### src/rtl/mips_pkg.sv
// Shared definitions for the multicycle MIPS control path: opcodes, ALUOp codes, FSM states,
// datapath mux encodings and the control vector. MC_JAL_EN adds the JAL instruction.
package mips_pkg;

  localparam logic [5:0] OpRtype = 6'b000000;
  localparam logic [5:0] OpLw    = 6'b100011;
  localparam logic [5:0] OpSw    = 6'b101011;
  localparam logic [5:0] OpAddi  = 6'b001000;
  localparam logic [5:0] OpOri   = 6'b001101;
  localparam logic [5:0] OpBeq   = 6'b000100;
  localparam logic [5:0] OpBne   = 6'b000101;
  localparam logic [5:0] OpJ     = 6'b000010;
  localparam logic [5:0] OpJal   = 6'b000011;

  // Consumed by the ALU control decoder as well.
  localparam logic [2:0] AluOpIdle  = 3'b000;
  localparam logic [2:0] AluOpSub   = 3'b001;
  localparam logic [2:0] AluOpAdd   = 3'b100;
  localparam logic [2:0] AluOpOr    = 3'b101;
  localparam logic [2:0] AluOpRtype = 3'b111;

  typedef enum logic [3:0] {
    StIdle     = 4'd0,
    StFetch    = 4'd1,
    StDecode   = 4'd2,
    StMemAddr  = 4'd3,
    StMemRead  = 4'd4,
    StMemWb    = 4'd5,
    StMemWrite = 4'd6,
    StRExec    = 4'd7,
    StRWb      = 4'd8,
    StIExec    = 4'd9,
    StIWb      = 4'd10,
    StBranch   = 4'd11,
    StJump     = 4'd12,
    StJal      = 4'd13
  } state_e;

  localparam logic [1:0] RegDstRt = 2'b00;
  localparam logic [1:0] RegDstRd = 2'b01;
  localparam logic [1:0] RegDstRa = 2'b10;

  localparam logic [1:0] MemToRegAlu = 2'b00;
  localparam logic [1:0] MemToRegMdr = 2'b01;
  localparam logic [1:0] MemToRegPc  = 2'b10;

  localparam logic [1:0] AluSrcBReg   = 2'b00;
  localparam logic [1:0] AluSrcBFour  = 2'b01;
  localparam logic [1:0] AluSrcBImm   = 2'b10;
  localparam logic [1:0] AluSrcBImmSh = 2'b11;

  localparam logic [1:0] PcSrcAlu    = 2'b00;
  localparam logic [1:0] PcSrcAluOut = 2'b01;
  localparam logic [1:0] PcSrcJump   = 2'b10;

  typedef struct packed {
    logic       pc_write;
    logic       pc_write_cond;
    logic       pc_write_ncond;
    logic       i_or_d;
    logic       mem_read;
    logic       mem_write;
    logic       ir_write;
    logic       reg_write;
    logic [1:0] reg_dst;
    logic [1:0] mem_to_reg;
    logic       alu_src_a;
    logic [1:0] alu_src_b;
    logic       zero_ext;
    logic [1:0] pc_source;
    logic [2:0] alu_op;
  } ctrl_t;

endpackage

### src/rtl/mc_ctrl_outputs.sv
// Combinational decode of FSM state and latched opcode into the datapath control vector.
module mc_ctrl_outputs
  import mips_pkg::*;
(
  input  state_e     state,
  input  logic [5:0] op_q,
  input  logic       mem_ready,
  output ctrl_t      ctrl
);

  always_comb begin
    ctrl = '0;
    unique case (state)
      StIdle: ;
      StFetch: begin
        ctrl.mem_read  = 1'b1;
        ctrl.alu_src_b = AluSrcBFour;
        ctrl.alu_op    = AluOpAdd;
        // IR and PC only commit once the fetch actually completes.
        ctrl.ir_write  = mem_ready;
        ctrl.pc_write  = mem_ready;
      end
      StDecode: begin
        ctrl.alu_src_b = AluSrcBImmSh;
        ctrl.alu_op    = AluOpAdd;
      end
      StMemAddr: begin
        ctrl.alu_src_a = 1'b1;
        ctrl.alu_src_b = AluSrcBImm;
        ctrl.alu_op    = AluOpAdd;
      end
      StMemRead: begin
        ctrl.mem_read = 1'b1;
        ctrl.i_or_d   = 1'b1;
      end
      StMemWb: begin
        ctrl.reg_dst    = RegDstRt;
        ctrl.mem_to_reg = MemToRegMdr;
        ctrl.reg_write  = 1'b1;
      end
      StMemWrite: begin
        ctrl.mem_write = 1'b1;
        ctrl.i_or_d    = 1'b1;
      end
      StRExec: begin
        ctrl.alu_src_a = 1'b1;
        ctrl.alu_src_b = AluSrcBReg;
        ctrl.alu_op    = AluOpRtype;
      end
      StRWb: begin
        ctrl.reg_dst    = RegDstRd;
        ctrl.mem_to_reg = MemToRegAlu;
        ctrl.reg_write  = 1'b1;
      end
      StIExec: begin
        ctrl.alu_src_a = 1'b1;
        ctrl.alu_src_b = AluSrcBImm;
        if (op_q == OpOri) begin
          ctrl.alu_op   = AluOpOr;
          ctrl.zero_ext = 1'b1;
        end else begin
          ctrl.alu_op   = AluOpAdd;
        end
      end
      StIWb: begin
        ctrl.reg_dst    = RegDstRt;
        ctrl.mem_to_reg = MemToRegAlu;
        ctrl.reg_write  = 1'b1;
      end
      StBranch: begin
        ctrl.alu_src_a      = 1'b1;
        ctrl.alu_src_b      = AluSrcBReg;
        ctrl.alu_op         = AluOpSub;
        ctrl.pc_source      = PcSrcAluOut;
        ctrl.pc_write_cond  = (op_q == OpBeq);
        ctrl.pc_write_ncond = (op_q == OpBne);
      end
      StJump: begin
        ctrl.pc_source = PcSrcJump;
        ctrl.pc_write  = 1'b1;
      end
      StJal: begin
        ctrl.pc_source  = PcSrcJump;
        ctrl.pc_write   = 1'b1;
        ctrl.reg_write  = 1'b1;
        ctrl.reg_dst    = RegDstRa;
        ctrl.mem_to_reg = MemToRegPc;
      end
      default: ;
    endcase
  end

endmodule

### src/rtl/multicycle_control.sv
// Main control FSM of the multicycle MIPS datapath: state register, latched opcode and
// next-state logic. Defining MC_JAL_EN adds the JAL instruction.
module multicycle_control
  import mips_pkg::*;
(
  input  logic       clk,
  input  logic       reset,
  input  logic [5:0] opcode,
  input  logic       mem_ready,
  output logic       pc_write,
  output logic       pc_write_cond,
  output logic       pc_write_ncond,
  output logic       i_or_d,
  output logic       mem_read,
  output logic       mem_write,
  output logic       ir_write,
  output logic       reg_write,
  output logic [1:0] reg_dst,
  output logic [1:0] mem_to_reg,
  output logic       alu_src_a,
  output logic [1:0] alu_src_b,
  output logic       zero_ext,
  output logic [1:0] pc_source,
  output logic [2:0] alu_op,
  output logic       illegal_op,
  output logic [3:0] state_dbg
);

  state_e     state_q, state_d;
  logic [5:0] op_q, op_d;
  ctrl_t      ctrl;

  always_ff @(posedge clk or negedge reset) begin
    if (!reset) begin
      state_q <= StIdle;
      op_q    <= '0;
    end else begin
      state_q <= state_d;
      op_q    <= op_d;
    end
  end

  always_comb begin
    state_d    = state_q;
    op_d       = op_q;
    illegal_op = 1'b0;
    unique case (state_q)
      StIdle:  state_d = StFetch;
      StFetch: if (mem_ready) state_d = StDecode;
      StDecode: begin
        // Decode uses the live opcode; later states use op_q.
        op_d = opcode;
        case (opcode)
          OpRtype:      state_d = StRExec;
          OpLw, OpSw:   state_d = StMemAddr;
          OpAddi, OpOri: state_d = StIExec;
          OpBeq, OpBne: state_d = StBranch;
          OpJ:          state_d = StJump;
`ifdef MC_JAL_EN
          OpJal:        state_d = StJal;
`endif
          default: begin
            state_d    = StFetch;
            illegal_op = 1'b1;
          end
        endcase
      end
      StMemAddr:  state_d = (op_q == OpSw) ? StMemWrite : StMemRead;
      StMemRead:  if (mem_ready) state_d = StMemWb;
      StMemWb:    state_d = StFetch;
      StMemWrite: if (mem_ready) state_d = StFetch;
      StRExec:    state_d = StRWb;
      StRWb:      state_d = StFetch;
      StIExec:    state_d = StIWb;
      StIWb:      state_d = StFetch;
      StBranch:   state_d = StFetch;
      StJump:     state_d = StFetch;
      StJal:      state_d = StFetch;
      default:    state_d = StIdle;
    endcase
  end

  mc_ctrl_outputs u_outputs (
    .state     (state_q),
    .op_q      (op_q),
    .mem_ready (mem_ready),
    .ctrl      (ctrl)
  );

  assign pc_write       = ctrl.pc_write;
  assign pc_write_cond  = ctrl.pc_write_cond;
  assign pc_write_ncond = ctrl.pc_write_ncond;
  assign i_or_d         = ctrl.i_or_d;
  assign mem_read       = ctrl.mem_read;
  assign mem_write      = ctrl.mem_write;
  assign ir_write       = ctrl.ir_write;
  assign reg_write      = ctrl.reg_write;
  assign reg_dst        = ctrl.reg_dst;
  assign mem_to_reg     = ctrl.mem_to_reg;
  assign alu_src_a      = ctrl.alu_src_a;
  assign alu_src_b      = ctrl.alu_src_b;
  assign zero_ext       = ctrl.zero_ext;
  assign pc_source      = ctrl.pc_source;
  assign alu_op         = ctrl.alu_op;
  assign state_dbg      = state_q;

endmodule

### config.mk
export PLATFORM = sky130hd
export DESIGN_NAME = multicycle_control
export DESIGN_NICKNAME = d
export VERILOG_FILES = /design/src/rtl/mips_pkg.sv /design/src/rtl/mc_ctrl_outputs.sv /design/src/rtl/multicycle_control.sv
export SDC_FILE = /design/constraint.sdc
export NUM_CORES = 1
export LEC_CHECK = 0
export BUFFER_PORTS_ARGS = -buffer_cell sky130_fd_sc_hd__buf_2
export CAP_MARGIN = 25
export CORE_ASPECT_RATIO = 0.75
export CORE_MARGIN = 2
export CORE_UTILIZATION = 45
export CTS_CLUSTER_DIAMETER = 60
export CTS_CLUSTER_SIZE = 30
export DETAILED_ROUTE_END_ITERATION = 12
export PLACE_DENSITY = 0.77
export SYNTH_ARGS = -nofsm -noshare
export SYNTH_HDL_FRONTEND = slang
export SYNTH_SLANG_ARGS = --single-unit
### constraint.sdc
create_clock -name clk -period 1.9 [get_ports clk]
set_input_delay 0.38 -clock clk [delete_from_list [all_inputs] [get_ports clk]]
set_output_delay 0.38 -clock clk [all_outputs]
set_load 0.03 [all_outputs]
==> impl_metrics.py, run 1 <==
metrics = {
    "cts": {
        "clkTransAtPathRegs_ps": 70,
        "cts_tree": "yes",
        "cts_root_buf": "clkbuf_4",
        "cts_max_level": 1,
        "clk_latency_ps": 270,
        "max-clock-path-buffers": 2,
        "cts_made_buffers": 3,
        "cts.sink_count": 10,
    },
    "setup_path": {
        "worstSetupStartpoint": "op_q[1]",
        "start_kind": "register",
        "path_class": "reg -> out",
        "worstPathRequired_ps": 1520,
        "critPathSlowestCell": "or4_4",
        "worstPathMaxFanout": 2,
        "path_cells": "nand2b_4 -> or4_4 -> o21ba_4 -> a311oi_4 -> buf_6",
        "crit_arrival_ps": 1900,
        "cpPeakStageDelay_ps": 490,
        "r2r-start": "state_dbg[1]",
        "end_kind": "output port",
    },
    "outcome": {
        "violations": "negative setup slack",
        "status": "finished, violations left",
    },
    "placed_design": {
        "gp_congestion": 0.858,
        "post-place-ws_ps": -86.5,
        "portBuffers": 34,
        "dp_hpwl_mm": 2.05,
    },
    "sta": {
        "hold_viol": 0,
        "whs_ps": 429,
        "fin_setup_tns_ps": -1250,
        "fin_skew_ps": 6.28,
        "rsz0062_at_grt": "yes",
        "finalCritPeriodShare_pct": 120,
        "worst_pin_slew_ps": 548,
        "setup_violations": 6,
        "maxSlewViolCount": 0,
        "setup_ws_ps": -380,
        "slew_headroom_pct": 63.0,
        "fmax_mhz": 439,
        "period_needed_ps": 2280,
    },
    "logic_synthesis": {
        "synth_top_area_cell": "dfrtp_1",
        "ys.warnings.count": 0,
        "synth_area_per_cell_um2": 8.02,
        "synth_area_um2": 786,
        "synth_edf_count": 0,
        "synth_commonest_cells": "nor2_1, dfrtp_1, nand2_1",
        "synthTopCellsByArea": "dfrtp_1, mux2_2, nor2_1",
        "ys_ff_latch": 10,
        "synth.distinct_cells": 34,
        "netlist.area_leader.share_pct": 31.8,
        "postSynthCellCount": 98,
        "synth_top_flop_cell": "dfrtp_1",
        "synth.most_common_cell": "nor2_1",
        "async_flop_share_pct": 100,
        "synth_nets": 107,
        "yosysSeqAreaShare_pct": 31.8,
    },
    "die": {
        "fp.dieW_um": 52.3,
        "die_area_mm2": 0.00210,
        "initial_core_util_pct": 46.4,
        "io_pins": 35,
        "rows": 13,
        "core_mm2": 0.00169,
        "die_h_um": 40.2,
    },
    "global_routing": {
        "grtUsageTotal_pct": 26.8,
        "grt_pass1_wl_mm": 3.95,
        "grt_pass1_vias": 844,
        "antenna_found_initial": 0,
        "overflow": 0,
        "grt_max_degree": 12,
    },
    "power": {
        "power.density_mw_per_mm2": 1600,
        "ir_drop_uv": 1490,
        "leakage_nw": 0.634,
        "total_power_mw": 2.24,
    },
    "route": {
        "ant_nets": 0,
        "vias_per_cell": 5.95,
        "drtIter0Drc": 52,
        "vias": 1071,
        "routed_wl_mm": 3.12,
        "wl_per_cell_um": 17.3,
        "drc_errors": 0,
        "first_pass_iters": 4,
    },
    "finish": {
        "antenna_cells": 0,
        "synthToLayoutAreaGrowth_pct": 77.4,
        "fin_util_pct": 82.4,
        "nNetsFinal": 168,
        "drive_gt1_share_pct": 60.8,
    },
    "job": {
        "drv_cap": 0,
    },
    "hold_path": {
        "min-delay-path-class": "in -> reg",
        "worstHoldStart": "opcode[0]",
    },
}
[registers in the layout (all words and copies together), names as in the netlist]
name / flops
op_q: 6
state_dbg: 4
[worst max-delay path: cells and delay by family, from the launching register on]
kind	cells	cell delay, ps
buf+inv	1	170
simple gates	2	640
flops	1	400
compound gates	2	430
[logic make-up after synthesis]
group                     synth area share, %
and+or+nand+nor                          33.4
AOI/OAI and AO/OA                        17.5
DFF                                      31.8
buffers and inverters                    6.37
muxes                                    8.60
xor gates and xnor gates                 2.23
[layer usage]
metal  vias up  part of all wire, %  routed length (um)  GRT usage [%]
met1       500                   39                1230           36.0
met5         -                    0                   0              0
met3        17                  8.9                 277           5.22
met4         0                  3.9                 123           9.62
li1        478                    -                   -              -
met2        76                   48                1490           43.7
[cells in the final DEF, fill, tap and decap left out, drive strengths merged]
master	n
clkbuf	9
dfrtp	10
mux2	6
a31oi	2
nand2b	5
nand2	9
o22ai	2
nand4b	1
dlygate4sd3	1
inv	3
buf	57
nor2	13
a311oi	1
nor2b	2
and2	1
a21boi	1
nand3	4
a221o	1
a21oi	2
nor4b	1
o211ai	2
nor4	3
o311ai	1
o21ba	1
xnor2	2
a21o	1
a311o	1
or4	2
o21ai	5
nor3	8
nand3b	1
[report_power, final]
| group | leakage [nW] | internal [mW] | switching [mW] |
|---|---|---|---|
| Combinational | 0.504 | 0.690 | 0.913 |
| Sequential | 0.116 | 0.316 | 0.152 |
| Clock | 0.0150 | 0.0813 | 0.0842 |
[per-stage QoR]
stage / instance area [um2] / std cells
after floorplan: 890 / 98
after global placement: 1210 / 169
after detailed placement: 1210 / 169
after CTS: 1300 / 174
after global routing: 1390 / 180
final: 1390 / 180
[worst paths after layout]
kind                            slack, ps            to  depth (start not counted)
worst min-delay path                  430       op_q[0]                          2
max in group asynchronous            1180  state_dbg[1]                          2
min in group asynchronous             500       op_q[5]                          2
worst max-delay path                 -380     alu_op[0]                          5
worst max register to register        230  state_dbg[3]                          6
worst min register to register        600       op_q[4]                          1
[layout make-up]
cell class	count	area [um2]
inverter	3	11.3
tap	22	27.5
fill	96	298
sequential	10	255
timing repair buffer	63	449
clock buffer	4	26.3
multi-input combinational	78	624
[repair_timing]
action,4_1_cts,5_1_grt
pin swaps,2,4
resized for setup,16,17
hold buffers,1,0
endpoints found under the hold margin,10,0
setup endpoints to repair,15,17
setup buffers,0,7
Power figures use the tool's default switching activity.
==> run 2: changes to the inputs <==
- CORE_UTILIZATION: 45 -> 35
- PLACE_DENSITY: 0.77 -> unset
==> run 2 against run 1 <==
The flow finishes with violations (design-rule violations, negative setup slack). Critical endpoint unchanged. Final cell count grew 1.7%. Largest cell class unchanged. First-iteration DRC count shrank 9.6%. Clock skew shrank 5.5 ps. Register-to-register slack lost 140 ps. Die area grew 26%. Non-clock buffer count grew 1. Via count shrank 4.4%. Clock-buffer cell count is the same. Utilization shrank 7.9 points. Clock power grew 16%. Power grew 11%.
==> impl_metrics.py, run 2 (synthesis results as in run 1) <==
metrics = {
    "sta": {
        "finalCritPeriodShare_pct": 118,
        "fmax_mhz": 448,
        "worst_pin_slew_ps": 300,
        "fin_skew_ps": 0.780,
        "setup_violations": 14,
        "hold_viol": 0,
        "slew_headroom_pct": 80.0,
        "maxSlewViolCount": 0,
        "setup_ws_ps": -333,
        "rsz0062_at_grt": "yes",
        "period_needed_ps": 2230,
    },
    "cts": {
        "cts_root_buf": "clkbuf_4",
        "cts_max_level": 1,
        "cts.sink_count": 10,
        "max-clock-path-buffers": 2,
        "clk_latency_ps": 270,
        "cts_made_buffers": 3,
        "clkTransAtPathRegs_ps": 70,
        "cts_tree": "yes",
    },
    "finish": {
        "antenna_cells": 0,
        "nNetsFinal": 169,
        "largest_register": "op_q",
        "finalNonFillerCells": 183,
        "drive_gt1_share_pct": 67.3,
        "layout_common_cells": "buf_4, buf_2, buf_6",
        "largest_reg_flops": 6,
        "layout_commonest_cell": "buf_4",
        "synthToLayoutAreaGrowth_pct": 96.0,
    },
    "die": {
        "core_mm2": 0.00207,
        "fp.dieW_um": 58.7,
        "rows": 14,
        "die_h_um": 45.0,
        "die_area_mm2": 0.00264,
        "io_pins": 35,
        "initial_core_util_pct": 38.0,
    },
    "global_routing": {
        "overflow": 0,
        "grt_pass1_vias": 880,
        "grt_max_degree": 13,
        "grt_pass1_wl_mm": 4.16,
        "grtUsageTotal_pct": 21.0,
        "antenna_found_initial": 0,
    },
    "placed_design": {
        "dp_hpwl_mm": 1.98,
        "gp_congestion": 0.845,
        "place_inst": 173,
        "portBuffers": 34,
    },
    "setup_path": {
        "worstPathMaxFanout": 2,
        "path_class": "reg -> out",
        "worstPathRequired_ps": 1520,
        "reg2reg_slack_ps": 90,
        "reg2reg_depth": 9,
        "crit_arrival_ps": 1850,
        "end_kind": "output port",
        "r2r-start": "state_dbg[3]",
        "reg2reg_to": "state_dbg[1]",
        "start_kind": "register",
    },
    "route": {
        "drc_errors": 1,
        "vias_per_cell": 5.60,
        "drtIter0Drc": 47,
        "ant_nets": 0,
        "first_pass_iters": 8,
        "wl_per_cell_um": 16.1,
        "vias": 1024,
        "routed_wl_mm": 2.94,
    },
    "power": {
        "leakage_nw": 0.690,
        "p_sw_share_pct": 48.6,
        "power.density_mw_per_mm2": 1610,
        "total_power_mw": 2.48,
        "power_frac_clock_pct": 7.7,
        "switchingPower_mw": 1.21,
        "combPwrFrac_pct": 73.2,
        "ir_drop_uv": 1030,
        "p_int_mw": 1.28,
        "seqPwrFrac_pct": 19.0,
    },
    "hold_path": {
        "worstHoldStart": "opcode[0]",
        "min-delay-path-class": "in -> reg",
        "hold_depth": 2,
        "min_to": "op_q[0]",
    },
    "outcome": {
        "status": "finished, violations left",
        "violations": "design-rule violations, negative setup slack",
    },
    "job": {
        "drv_cap": 0,
    },
}
==> run 2: repair_timing <==
item,4_1_cts,5_1_grt
endpoints found under the hold margin,10,0
setup endpoints to repair,17,18
pin swaps,6,6
resized for setup,23,44
hold buffers,1,0
setup buffers,1,6
==> run 2: how the worst max path moves through the flow <==
stage                       from             end  slack [ps]  cells past startpoint
floorplan           state_dbg[3]       alu_op[0]        -240                      5
global placement         op_q[1]  pc_write_ncond         -70                      5
detailed placement       op_q[1]  pc_write_ncond         -90                      5
CTS                      op_q[1]       alu_op[0]        -350                      5
global route             op_q[1]       alu_op[0]        -380                      5
finish                   op_q[1]       alu_op[0]        -330                      5
==> run 2: routing by layer <==
| metal | vias up | part of all wire [%] | GRT usage, % |
|---|---|---|---|
| met5 | - | 0 | 0 |
| met4 | 0 | 0.82 | 2.73 |
| met3 | 5 | 7.5 | 5.44 |
| met2 | 45 | 49 | 33.5 |
| met1 | 490 | 42 | 29.9 |
| li1 | 484 | - | - |
==> run 2: cell type report <==
type                            instances  area [um2]
Multi-Input combinational cell         78         687
Fill cell                             147         527
Timing Repair Buffer                   64         520
Sequential cell                        10         255
Clock buffer                            4        36.3
Tap cell                               24        30.0
Inverter                                3        11.3
==> run 2: per-stage QoR <==
step                hold WS [ps]  area (um2)  setup TNS (ps)  setup slack, ps  utilization (%)
floorplan                   84.4         890            -831             -238                -
global placement             247        1240            -176            -71.4             60.1
detailed placement           252        1240            -260            -93.0             60.1
CTS                          454        1350           -1170             -348             65.4
global route                 450        1540           -2520             -382             74.5
finish                       464        1540           -1460             -333             74.5
==> run 2: power groups by stage <==
stage	registers (mW)	clock network [mW]	logic, mW
CTS	0.454	0.198	1.49
global route	0.487	0.212	1.91
finish	0.473	0.192	1.82
detailed placement	0.447	0	1.40
floorplan	0.460	0	0.886
global placement	0.446	0	1.38
==> run 2: worst max-delay path, cell delays in order (launching register included) <==
cell      delay, ps
dfrtp_1         380
nand2b_4        130
or4_4           490
o21ba_4         220
a311oi_4        200
buf_6           170
